### src/rtl/cok_cevrim_denetleyici_if.sv
// Start/done/abort link between the multi-cycle controller (master) and the shared
// iterative MUL/DIV unit (slave).
interface cok_cevrim_denetleyici_if #(
    parameter int VERI_BIT  = 32,
    parameter int ISLEM_BIT = 4
);
    logic                 birim_basla_o;
    logic [ISLEM_BIT-1:0] birim_islem_o;
    logic [VERI_BIT-1:0]  birim_islec1_o;
    logic [VERI_BIT-1:0]  birim_islec2_o;
    logic                 birim_iptal_o;
    logic                 birim_bitti_i;
    logic [VERI_BIT-1:0]  birim_sonuc_i;

    modport master (
        output birim_basla_o,
        output birim_islem_o,
        output birim_islec1_o,
        output birim_islec2_o,
        output birim_iptal_o,
        input  birim_bitti_i,
        input  birim_sonuc_i
    );

    modport slave (
        input  birim_basla_o,
        input  birim_islem_o,
        input  birim_islec1_o,
        input  birim_islec2_o,
        input  birim_iptal_o,
        output birim_bitti_i,
        output birim_sonuc_i
    );
endinterface

### src/rtl/cok_cevrim_denetleyici.sv
// Execute-stage sequencer for the shared multi-cycle MUL/DIV unit: latches the uop,
// launches the unit, stalls the pipe until done/timeout/flush and presents the result.
module cok_cevrim_denetleyici #(
    parameter int VERI_BIT    = 32,
    parameter int ISLEM_BIT   = 4,
    parameter int ETIKET_BIT  = 4,
    parameter int ZAMAN_ASIMI = 64
) (
    input  logic                  clk_i,
    input  logic                  rst_i,
    input  logic                  istek_gecerli_i,
    input  logic [ISLEM_BIT-1:0]  istek_islem_i,
    input  logic [VERI_BIT-1:0]   istek_islec1_i,
    input  logic [VERI_BIT-1:0]   istek_islec2_i,
    input  logic [ETIKET_BIT-1:0] istek_etiket_i,
    input  logic                  bosalt_i,
    input  logic                  cek_duraklat_i,
    cok_cevrim_denetleyici_if.master birim,
    output logic                  duraklat_o,
    output logic                  sonuc_gecerli_o,
    output logic [VERI_BIT-1:0]   sonuc_o,
    output logic [ETIKET_BIT-1:0] sonuc_etiket_o,
    output logic                  zaman_asimi_o
);
    localparam int SAYAC_BIT = $clog2(ZAMAN_ASIMI) + 1;
    localparam logic [SAYAC_BIT-1:0] SAYAC_SON = SAYAC_BIT'(ZAMAN_ASIMI - 1);
    localparam logic [SAYAC_BIT-1:0] SAYAC_BIR = {{(SAYAC_BIT-1){1'b0}}, 1'b1};

    typedef enum logic [1:0] {
        BOSTA  = 2'd0,
        BASLAT = 2'd1,
        BEKLE  = 2'd2,
        SONUC  = 2'd3
    } durum_t;

    durum_t                 durum_r;
    logic [SAYAC_BIT-1:0]   sayac_r;
    logic [ISLEM_BIT-1:0]   islem_r;
    logic [VERI_BIT-1:0]    islec1_r;
    logic [VERI_BIT-1:0]    islec2_r;
    logic [ETIKET_BIT-1:0]  etiket_r;
    logic [VERI_BIT-1:0]    sonuc_r;
    logic                   asim_r;

    logic sure_doldu_s;
    logic basla_s;
    logic iptal_s;
    logic duraklat_s;
    logic gecerli_s;

    assign sure_doldu_s = (sayac_r == SAYAC_SON);

    // Strobes come from the registered state; flush and done only gate them within the cycle.
    always_comb begin
        basla_s    = 1'b0;
        iptal_s    = 1'b0;
        duraklat_s = 1'b0;
        gecerli_s  = 1'b0;
        case (durum_r)
            BOSTA: begin
                duraklat_s = istek_gecerli_i & ~bosalt_i;
            end
            BASLAT: begin
                basla_s    = ~bosalt_i;
                iptal_s    = bosalt_i;
                duraklat_s = ~bosalt_i;
            end
            BEKLE: begin
                // A result arriving in the same cycle means the unit is already idle.
                iptal_s    = ~birim.birim_bitti_i & (bosalt_i | sure_doldu_s);
                duraklat_s = ~bosalt_i;
            end
            SONUC: begin
                gecerli_s  = ~bosalt_i;
            end
            default: begin
                basla_s    = 1'b0;
                iptal_s    = 1'b0;
                duraklat_s = 1'b0;
                gecerli_s  = 1'b0;
            end
        endcase
    end

    // Sequencer state, timeout counter and latched uop/result.
    always_ff @(posedge clk_i or posedge rst_i) begin
        if (rst_i) begin
            durum_r  <= BOSTA;
            sayac_r  <= {SAYAC_BIT{1'b0}};
            islem_r  <= {ISLEM_BIT{1'b0}};
            islec1_r <= {VERI_BIT{1'b0}};
            islec2_r <= {VERI_BIT{1'b0}};
            etiket_r <= {ETIKET_BIT{1'b0}};
            sonuc_r  <= {VERI_BIT{1'b0}};
            asim_r   <= 1'b0;
        end else begin
            case (durum_r)
                BOSTA: begin
                    if (istek_gecerli_i && !bosalt_i) begin
                        islem_r  <= istek_islem_i;
                        islec1_r <= istek_islec1_i;
                        islec2_r <= istek_islec2_i;
                        etiket_r <= istek_etiket_i;
                        durum_r  <= BASLAT;
                    end
                end
                BASLAT: begin
                    sayac_r <= {SAYAC_BIT{1'b0}};
                    durum_r <= bosalt_i ? BOSTA : BEKLE;
                end
                BEKLE: begin
                    if (!sure_doldu_s) begin
                        sayac_r <= sayac_r + SAYAC_BIR;
                    end
                    if (bosalt_i) begin
                        durum_r <= BOSTA;
                    end else if (birim.birim_bitti_i) begin
                        sonuc_r <= birim.birim_sonuc_i;
                        asim_r  <= 1'b0;
                        durum_r <= SONUC;
                    end else if (sure_doldu_s) begin
                        sonuc_r <= {VERI_BIT{1'b1}};
                        asim_r  <= 1'b1;
                        durum_r <= SONUC;
                    end
                end
                SONUC: begin
                    // Leaving here releases the stall, so the held uop moves on and is not relaunched.
                    if (bosalt_i || !cek_duraklat_i) begin
                        durum_r <= BOSTA;
                    end
                end
                default: begin
                    durum_r <= BOSTA;
                end
            endcase
        end
    end

    assign birim.birim_basla_o  = basla_s;
    assign birim.birim_iptal_o  = iptal_s;
    assign birim.birim_islem_o  = islem_r;
    assign birim.birim_islec1_o = islec1_r;
    assign birim.birim_islec2_o = islec2_r;

    // Reset forces the stall low even while a uop is still presented.
    assign duraklat_o      = duraklat_s & ~rst_i;
    assign sonuc_gecerli_o = gecerli_s;
    assign sonuc_o         = sonuc_r;
    assign sonuc_etiket_o  = etiket_r;
    assign zaman_asimi_o   = asim_r & gecerli_s;
endmodule

### src/flat_wrapper.sv
// flat-port wrapper written by rule: the top's interface ports become plain ports
module cok_cevrim_denetleyici_flat 
#(
    parameter int VERI_BIT    = 32,
    parameter int ISLEM_BIT   = 4,
    parameter int ETIKET_BIT  = 4,
    parameter int ZAMAN_ASIMI = 64
)
  (clk_i, rst_i, istek_gecerli_i, istek_islem_i, istek_islec1_i, istek_islec2_i, istek_etiket_i, bosalt_i, cek_duraklat_i, duraklat_o, sonuc_gecerli_o, sonuc_o, sonuc_etiket_o, zaman_asimi_o, birim_birim_basla_o, birim_birim_islem_o, birim_birim_islec1_o, birim_birim_islec2_o, birim_birim_iptal_o, birim_birim_bitti_i, birim_birim_sonuc_i);
  cok_cevrim_denetleyici_if #(.VERI_BIT(VERI_BIT), .ISLEM_BIT(ISLEM_BIT)) birim_i ();
  input  logic clk_i;
  input  logic rst_i;
  input  logic istek_gecerli_i;
  input  logic [ISLEM_BIT-1:0] istek_islem_i;
  input  logic [VERI_BIT-1:0] istek_islec1_i;
  input  logic [VERI_BIT-1:0] istek_islec2_i;
  input  logic [ETIKET_BIT-1:0] istek_etiket_i;
  input  logic bosalt_i;
  input  logic cek_duraklat_i;
  output logic duraklat_o;
  output logic sonuc_gecerli_o;
  output logic [VERI_BIT-1:0] sonuc_o;
  output logic [ETIKET_BIT-1:0] sonuc_etiket_o;
  output logic zaman_asimi_o;
  output wire logic [$bits(birim_i.birim_basla_o)-1:0] birim_birim_basla_o;
  output wire logic [$bits(birim_i.birim_islem_o)-1:0] birim_birim_islem_o;
  output wire logic [$bits(birim_i.birim_islec1_o)-1:0] birim_birim_islec1_o;
  output wire logic [$bits(birim_i.birim_islec2_o)-1:0] birim_birim_islec2_o;
  output wire logic [$bits(birim_i.birim_iptal_o)-1:0] birim_birim_iptal_o;
  input wire logic [$bits(birim_i.birim_bitti_i)-1:0] birim_birim_bitti_i;
  input wire logic [$bits(birim_i.birim_sonuc_i)-1:0] birim_birim_sonuc_i;
  assign birim_birim_basla_o = birim_i.birim_basla_o;
  assign birim_birim_islem_o = birim_i.birim_islem_o;
  assign birim_birim_islec1_o = birim_i.birim_islec1_o;
  assign birim_birim_islec2_o = birim_i.birim_islec2_o;
  assign birim_birim_iptal_o = birim_i.birim_iptal_o;
  assign birim_i.birim_bitti_i = birim_birim_bitti_i;
  assign birim_i.birim_sonuc_i = birim_birim_sonuc_i;
  cok_cevrim_denetleyici #(.VERI_BIT(VERI_BIT), .ISLEM_BIT(ISLEM_BIT), .ETIKET_BIT(ETIKET_BIT), .ZAMAN_ASIMI(ZAMAN_ASIMI)) u_core (.clk_i(clk_i), .rst_i(rst_i), .istek_gecerli_i(istek_gecerli_i), .istek_islem_i(istek_islem_i), .istek_islec1_i(istek_islec1_i), .istek_islec2_i(istek_islec2_i), .istek_etiket_i(istek_etiket_i), .bosalt_i(bosalt_i), .cek_duraklat_i(cek_duraklat_i), .birim(birim_i), .duraklat_o(duraklat_o), .sonuc_gecerli_o(sonuc_gecerli_o), .sonuc_o(sonuc_o), .sonuc_etiket_o(sonuc_etiket_o), .zaman_asimi_o(zaman_asimi_o));
endmodule
### config.mk
export PLATFORM = sky130hd
export DESIGN_NAME = cok_cevrim_denetleyici_flat
export DESIGN_NICKNAME = d
export VERILOG_FILES = /design/src/rtl/cok_cevrim_denetleyici_if.sv /design/src/rtl/cok_cevrim_denetleyici.sv /design/src/flat_wrapper.sv
export SDC_FILE = /design/constraint.sdc
export NUM_CORES = 1
export LEC_CHECK = 0
export ABC_CLOCK_PERIOD_IN_PS = 3700
export CORE_MARGIN = 2
export CORE_UTILIZATION = 38
export CTS_CLUSTER_DIAMETER = 40
export DETAILED_ROUTE_END_ITERATION = 10
export PLACE_DENSITY = 0.83
export SLEW_MARGIN = 0
export SYNTH_ARGS = -nofsm -noshare
export SYNTH_HDL_FRONTEND = slang
export SYNTH_SLANG_ARGS = --single-unit
### constraint.sdc
create_clock -name clk_i -period 3.7 [get_ports clk_i]
set_clock_uncertainty 0.1 [all_clocks]
set_input_delay 0.74 -clock clk_i [delete_from_list [all_inputs] [get_ports clk_i]]
set_output_delay 0.74 -clock clk_i [all_outputs]
set_load 0.05 [all_outputs]
==> impl_metrics.ini, run 1 <==
[status]
status = complete, no violations

[synth]
synth_top_area_share = 0.596
ys_seq_elements = 114
yosys.area.top_type = dfrtp_1
syn_nets = 415
synthTopCellsByArea = dfrtp_1, mux2_4, o22a_1
synth.distinct_cells = 40
synth_top_family_by_area = multiplexers
synth_cells = 299
ys_async_sr_fraction = 1.00
synthXorXnorAreaFrac = 0
yosysWarnings = 0
yosys_most_used_dff = dfrtp_1
seq_area_frac_synth = 0.596
synth-simple-area-share = 0.0366
synth_compound_area_frac = 0.0894
synth_area_sq_um = 4790
synthMuxAreaShare = 0.226
synthAdderAreaFrac = 0.0157
syn_avg_cell_area_sq_um = 16.0
synth-edff-count = 0

[drt]
routed_via_density = 4.71
vias = 3323
drt_wl_total_microns = 12400
wl_met2_microns = 6530
wl_met1_microns = 4810
dr.max_layer_used = met4
ant_nets = 0
first_iter_violations = 178
dr.pass1.iters = 4
drc = 0
post_drt_wl_per_cell_microns = 17.6
route.met3.wl_microns = 846

[grt]
grt_start_max_net_pins = 73
grt_antenna_before_repair = 0
overflow = 0
track_usage = 0.181
first_global_vias = 3552
grt_pass1_wl_microns = 18600

[placed_design]
pre_cts_slack_ns = 0.401
hpwl_microns = 9000
portBuffers = 218
gp_congestion = 0.835
placed_cells = 676
postPlaceCellArea_sq_um = 7100

[sta]
rsz0062_at_grt = false
finalHoldViolCount = 0
fin_crit_sh = 0.913
postLayoutSetupSlackWorst_ns = 0.323
fmax_mhz = 296
finalCriticalPeriod_ns = 3.38
slew_violations = 0
setup_viol_count_final = 0
slew-limit-headroom = 0.580
setup_tns_ns = 0
max_slew.worst_pin.slew_ns = 0.629

[layout]
final_nets = 639
drive_gt1_frac = 0.210
syn_to_final_growth_pct = 59.1
stdcell_area_sq_um = 7620
layout_common_cells = clkdlybuf4s50_1, dfrtp_1, mux2_4
antenna_cells = 0
layout_commonest_cell = clkdlybuf4s50_1
final_cells = 705

[clocking]
tritoncts = done
cts-root-buf = clkbuf_16
hold_buffers = 0
numCtsBuffers = 17
cts_resized = 0
clk_pin_slew_ns = 0.05
cts.sinks = 114
cts.htree.levels = 4
clock_latency_ns = 0.40
clk_path_buf_depth = 2
postCtsSetupRepairBufs = 0

[min_path]
whs_path_depth = 1
hold_class = flip-flop to flip-flop

[setup_path]
path_cells = ha_1 > and4_4 > and2_4 > o2111ai_1 > nand2_1 > clkdlybuf4s50_1
path_class = flip-flop to output pin
slowest_delay_ns = 0.80
startpoint_type = flip-flop
cp.arrival_ns = 2.54
required_ns = 2.86
crit_path_max_fanout = 9
reg2reg_depth = 6
worst_path_max_delay_cell = clkdlybuf4s50_1
crit_path_end_kind = output pin

[die]
die_w_microns = 116
initial_core_util = 0.384
fp.dieArea_sq_um = 13500
core_sq_um = 12500
die_y_microns = 116
io_pins = 219
std_cell_rows = 41

[power_and_ir_drop]
ir_drop_uv = 521
p_per_area_nw_per_um2 = 1080
power.total_mw = 8.24
p_leak_nw = 3.44

[flow_run]
maxCapViolations = 0
[power breakdown]
group / total, mW / internal [mW] / leakage (nW) / switching (mW)
clock: 1.44 / 0.918 / 0.262 / 0.524
combinational: 4.61 / 1.82 / 1.81 / 2.79
sequential: 2.19 / 1.85 / 1.37 / 0.343
total: 8.24 / 4.58 / 3.44 / 3.66
[metal layers]
layer | up-vias | global-route usage
met3 | 19 | 0.0664
met1 | 1648 | 0.206
met2 | 123 | 0.316
met4 | 0 | 0.0595
li1 | 1533 | -
met5 | - | 0
[registers in the layout, summed over array words and instances (netlist names)]
signal                       cells
u_core.birim.birim_islec1_o     32
u_core.birim.birim_islec2_o     32
u_core.sonuc_o                  32
u_core.sayac_r                   7
u_core.birim.birim_islem_o       4
u_core.sonuc_etiket_o            4
u_core.durum_r                   2
u_core.asim_r                    1
[metrics by stage]
stage | utilization | hold slack (ns)
5_1_grt | 0.611 | 0.400
2_1_floorplan | - | 0.383
3_5_place_dp | 0.570 | 0.379
3_3_place_gp | 0.570 | 0.369
6_report | 0.611 | 0.385
4_1_cts | 0.611 | 0.389
[cell usage after synthesis (2+ instances only)]
library cell  count
mux2_2            3
nor2b_1           2
ha_1              6
clkbuf_1          4
nand2b_1          3
o22a_1           32
inv_1             5
buf_4             2
o21ai_0           2
dfrtp_1         114
buf_6            11
and3_1            2
nand3_1           3
nor3_1            2
nor2b_2           2
nand2_1           8
mux2_4           69
a21oi_1           7
[path summary, 6_finish.rpt]
| kind | startpoint | endpoint | slack, ns |
|---|---|---|---|
| setup / recovery | u_core.sayac_r[0] | birim_birim_iptal_o | 0.32 |
| hold / removal | u_core.sonuc_o[9] | u_core.sonuc_o[9] | 0.38 |
| setup reg to reg | u_core.durum_r[0] | u_core.sonuc_o[3] | 1.59 |
| hold reg to reg | u_core.sonuc_o[9] | u_core.sonuc_o[9] | 0.38 |
| max in group asynchronous | rst_i | u_core.sonuc_o[29] | 1.85 |
| min in group asynchronous | rst_i | u_core.sayac_r[0] | 0.75 |
[logic make-up after synthesis]
family          count (synthesis)
compound gates                 53
fa+ha+maj                       6
buf+inv                        23
flops                         114
mux                            73
simple gates                   30
[critical path, delay by kind of cell (launching register included)]
kind	cells	cell delay [ns]
buffers and inverters	1	0.80
AND/OR/NAND/NOR	3	0.56
flip-flops	1	0.40
adder cells (fa/ha/maj)	1	0.24
AO/OA/AOI/OAI	1	0.13
[cell type report]
class	instances	area, sq um
multi-input cells	162	1760
well taps	172	215
fillers	959	4850
clock buffers	21	450
clock inverters	8	65.1
flip-flops and latches	114	2850
repair buffers	223	2250
inverters	5	22.5
(Power assumes the default switching activity.)
==> inputs of run 2 (changes only) <==
--- a/config.mk
+++ b/config.mk
@@ -5,11 +5,11 @@
 export SDC_FILE = /design/constraint.sdc
 export NUM_CORES = 1
 export LEC_CHECK = 0
-export ABC_CLOCK_PERIOD_IN_PS = 3700
 export CORE_MARGIN = 2
 export CORE_UTILIZATION = 38
 export CTS_CLUSTER_DIAMETER = 40
 export DETAILED_ROUTE_END_ITERATION = 10
+export GPL_ROUTABILITY_DRIVEN = 0
 export PLACE_DENSITY = 0.83
 export SLEW_MARGIN = 0
 export SYNTH_ARGS = -nofsm -noshare
==> results of run 2 <==
No change in the layout: final DEF, timing and power equal those of run 1.
==> edit 1, RTL diff (config.mk and constraints of run 2) <==
The 4 values of `durum_t` get a one-hot encoding in 4 bits.
--- a/src/rtl/cok_cevrim_denetleyici.sv
+++ b/src/rtl/cok_cevrim_denetleyici.sv
@@ -28,7 +28,7 @@
 
-    typedef enum logic [1:0] {
-        BOSTA  = 2'd0,
-        BASLAT = 2'd1,
-        BEKLE  = 2'd2,
-        SONUC  = 2'd3
+    typedef enum logic [3:0] {
+        BOSTA  = 4'b0001,
+        BASLAT = 4'b0010,
+        BEKLE  = 4'b0100,
+        SONUC  = 4'b1000
     } durum_t;
Function: no difference found for any inputs over 4 cycles, from zero or initial values and one cycle with rst_i high; so few cycles prove little.
==> edit 1 against run 2 <==
- the run now ends with DRC left
- via count rose by 2.3%
- highest routed layer unchanged
- register-to-register slack got worse by 440 ps
- cell area is 2.7% lower
- first-iteration DRC count rose by 44%
- die area decreased by 5.1%
- setup slack improved by 160 ps
- fmax up 4.9%
- area after synthesis is 5.3% lower
- wire length fell by 5.4%
- sequential cell count grew 2
Power is not compared: it rests on default switching activity, and its combinational part moved more than twofold at a synthesized area within 25%.
==> edit 1: results (changes against run 2) <==
* Worst reg-to-reg setup slack at 1150 ps (was 1590 ps)
* Worst Setup EP: birim_birim_basla_o (was birim_birim_iptal_o)
* Synth Area in Adders at 0.276% (was 1.57%)
* Total die area at 12,800 µm² (was 13,500 µm²)
* Post-route DRC at 5 (was 0)
* FF-to-FF path depth at 4 (was 6)
* Hold slack at 382 ps (was 385 ps)
* Vias in the first global route at 3,741 (was 3,552)
* Crit path launch type: input pin (was flop)
* GRT Total Usage at 18.9% (was 18.1%)
* First-pass GRT wire length at 18,800 µm (was 18,600 µm)
* DRT iter0 DRCs at 256 (was 178)
* DP Area at 6830 µm² (was 7100 µm²)
* Failing checks: DRC
* Crit path max fanout at 7 (was 9)
* Reg2reg end: u_core.sonuc_o[21] (was u_core.sonuc_o[3])
* Critical R2R Launch: u_core.durum_r[1] (was u_core.durum_r[0])
* Drt pass-1 iters at 7 (was 4)
* Multi-input gate count at 170 (was 162)
* Seq/Total Area, Yosys at 64.0% (was 59.6%)
* Synth top cells by count: 115 x dfrtp_1, 72 x mux2_2, 32 x o22a_1, 14 x buf_2 (was 114 x dfrtp_1, 69 x mux2_4, 32 x o22a_1, 11 x buf_6, 8 x nand2_1)
* Dpl hpwl at 8460 µm (was 9000 µm)
* Largest net degree at the start of global routing at 61 (was 73)
* Crit path arrival time at 2380 ps (was 2540 ps)
* Logic inverters at 3 (was 5)
* Clk tree area frac at 7.83% (was 6.77%)
* Area of the multi-input gates at 1520 µm² (was 1760 µm²)
* Worst Hold Endpoint: u_core.sonuc_o[13] (was u_core.sonuc_o[9])
* Status: finished, violations left (was finished clean)
* Seq cells post-synth at 116 (was 114)
* Synth unique cells at 35 (was 40)
==> edit 1: cell types whose count changed in the layout (fill, tap and decap cells not counted), sizes merged, moves of 3 or more <==
| cell | change |
|---|---|
| o21a | +3 |
| nor3 | +4 |
| ha | -5 |
| clkinvlp | +3 |
| clkinv | -3 |
| nor2b | -4 |
| nor2 | +6 |
==> edit 1: critical path, stage by stage <==
cell and delay (ps):
clkdlybuf4s50_1 560, nor3_1 250, clkdlybuf4s50_1 830
==> edit 1: stage by stage <==
stage	setup slack, ps	setup TNS, ps	utilization, %	total power [W]	cells
global placement	479	0	59.3	0.00318	654
floorplan	-147	-147	-	0.00258	306
global route	403	0	64.4	0.00495	686
detailed placement	475	0	59.3	0.00320	654
CTS	465	0	64.4	0.00482	686
finish	480	0	64.4	0.00476	686
==> edit 1: logic make-up (layout without fill, tap and decap cells) <==
group	after synthesis	after routing
multiplexers	72	72
AO/OA/AOI/OAI	59	59
flip-flops	116	116
AND/OR/NAND/NOR	38	38
adder cells (fa/ha/maj)	1	1
buffers and inverters	20	257
==> edit 1: layer usage <==
| layer | global-route usage [%] | share of wire, % |
|---|---|---|
| met5 | 0 | 0 |
| met3 | 8.68 | 8.3 |
| met1 | 21.3 | 38 |
| met4 | 6.99 | 1.8 |
| met2 | 31.6 | 52 |
==> edit 1: power groups by stage <==
stage | Clock [W] | Combinational [W] | Sequential, W
after floorplan | 0 | 0.000244 | 0.00234
after global placement | 0 | 0.00158 | 0.00160
after detailed placement | 0 | 0.00159 | 0.00161
after CTS | 0.00162 | 0.00160 | 0.00159
after global routing | 0.00168 | 0.00165 | 0.00162
final | 0.00159 | 0.00158 | 0.00159
==> edit 2, RTL diff (settings of run 2) <==
Without the edit above. `VERI_BIT` is set to 32 in 3 places; all go to 64.
--- a/src/rtl/cok_cevrim_denetleyici_if.sv
+++ b/src/rtl/cok_cevrim_denetleyici_if.sv
@@ -3,3 +3,3 @@
 interface cok_cevrim_denetleyici_if #(
-    parameter int VERI_BIT  = 32,
+    parameter int VERI_BIT  = 64,
     parameter int ISLEM_BIT = 4
--- a/src/rtl/cok_cevrim_denetleyici.sv
+++ b/src/rtl/cok_cevrim_denetleyici.sv
@@ -3,3 +3,3 @@
 module cok_cevrim_denetleyici #(
-    parameter int VERI_BIT    = 32,
+    parameter int VERI_BIT    = 64,
     parameter int ISLEM_BIT   = 4,
--- a/src/flat_wrapper.sv
+++ b/src/flat_wrapper.sv
@@ -3,3 +3,3 @@
 #(
-    parameter int VERI_BIT    = 32,
+    parameter int VERI_BIT    = 64,
     parameter int ISLEM_BIT   = 4,
Ports: changed (6 resized); port bits go from 219 to 411. The function was not compared with the original's and may differ.
==> edit 2 against run 2 <==
- total power is 83% higher
- area after synthesis is 67% higher
- cell area is 75% higher
- first-iteration DRC count is 5.1% lower
- register-to-register slack worse by 220 ps
- wire length is 84% higher
- sequential cell count is 96 higher
- critical path depth is 1 lower
- setup slack worse by 120 ps
- critical endpoint unchanged
- largest cell class unchanged
- largest power group unchanged
- highest routed layer unchanged
==> edit 2: results (changes against run 2) <==
* P_comb at 0.00821 W (was 0.00461 W)
* XOR/XNOR Fraction of Synth Area at 0% (unchanged)
* ANT cells at 0 (unchanged)
* Synth unique cells at 35 (was 40)
* Clk root buf: clkbuf_16 (unchanged)
* GRT Total Usage at 19.4% (was 18.1%)
* Setup repair bufs after CTS at 0 (unchanged)
* Worst slew pin tran at 855 ps (was 629 ps)
* Synth Area in Adders at 0.937% (was 1.57%)
* Post-Place Cells at 1,168 (was 676)
* Syn_nets at 713 (was 415)
* PortBufs at 410 (was 218)
* Switching Fraction at 46.1% (was 44.4%)
* Status: finished clean (unchanged)
* Largest net degree at the start of global routing at 137 (was 73)
* DR vias at 5,927 (was 3,323)
* Crit path arrival time at 2650 ps (was 2540 ps)
* Final nets at 1,136 (was 639)
* Total chip power at 0.0151 W (was 0.00824 W)
* Max clock buf depth at 3 (was 2)
* CTS buffer count at 29 (was 17)
* CTS clk-pin slew, worst paths at 50 ps (about the same)
* Fillers at 1,572 (was 959)
* Register area at 5260 µm² (was 2850 µm²)
* Drt pass-1 iters at 4 (unchanged)
* Asr flop ratio synth at 100% (unchanged)
* Pre-CTS WS at 378 ps (was 401 ps)
* Initial antenna violation count at 0 (unchanged)
* Worst skew pair latency at 520 ps (was 400 ps)
* Post-CTS Resized at 0 (unchanged)
* Post-synthesis mux area share at 19.2% (was 22.6%)
* M2 GR Usage at 34.9% (was 31.6%)
* DP Area at 12,400 µm² (was 7100 µm²)
* Routed len/inst at 18.7 µm (was 17.6 µm)
* EDFF count, synth at 0 (unchanged)
* Seq/Total Area, Yosys at 65.6% (was 59.6%)
* CP top delay family: buffers and inverters (unchanged)
* Worst hold path type: reg -> reg (unchanged)
* Clock share of power at 18.6% (was 17.5%)
* Routed wire length at 22,800 µm (was 12,400 µm)
* Leakage at 5.54 nW (was 3.44 nW)
* Dpl hpwl at 16,300 µm (was 9000 µm)
* DRT iter0 DRCs at 169 (was 178)
* GRT met3 Usage at 6.91% (was 6.64%)
* First-pass GRT wire length at 34,100 µm (was 18,600 µm)
* Area fraction in compound gates after synthesis at 9.11% (was 8.94%)
* Layout cell share with drive strength beyond 1 at 22.0% (was 21.0%)
* Synthesized instance count at 501 (was 299)
* Vias in the first global route at 6,271 (was 3,552)
* Met1 Resource Use GR at 21.2% (was 20.6%)
* Synth top cells by count: 210 x dfrtp_1, 136 x mux2_2, 60 x o22a_1, 15 x buf_2, 9 x a21oi_1 (was 114 x dfrtp_1, 69 x mux2_4, 32 x o22a_1, 11 x buf_6, 8 x nand2_1)
* Worst vdd ir at 0.635 mV (was 0.521 mV)
* Crit path max fanout at 16 (was 9)
* CTS HTree Levels at 1 (was 4)
* Synth top area cells: dfrtp_1 66%, mux2_2 19%, o22a_1 6.6% (was dfrtp_1 60%, mux2_4 22%, o22a_1 5.9%)
## edit 2: layer usage
metal	share of wire [%]	wire [µm]	up-vias
met5	0	0	-
met4	2.9	662	0
met1	36	8250	2891
li1	-	-	2689
met3	9.4	2150	55
met2	52	11800	292
## edit 2: cell type report
cell class / count / area share [%]
Clock buffer: 34 / 5.80
Clock inverter: 17 / 1.58
Inverter: 6 / 0.197
Multi-Input combinational cell: 255 / 18.7
Sequential cell: 210 / 39.4
Tap cell: 275 / 2.58
Timing Repair Buffer: 422 / 31.8
## edit 2: final timing paths
path	from	to	slack, ps	depth (start not counted)
worst max-delay path	u_core.durum_r[0]	birim_birim_iptal_o	210	5
worst min-delay path	u_core.sonuc_o[23]	u_core.sonuc_o[23]	380	1
worst max register to register	u_core.durum_r[0]	u_core.sonuc_o[34]	1370	6
worst min register to register	u_core.sonuc_o[23]	u_core.sonuc_o[23]	380	1
max in group asynchronous	rst_i	u_core.sayac_r[3]	2100	3
min in group asynchronous	rst_i	u_core.birim.birim_islec1_o[32]	670	2
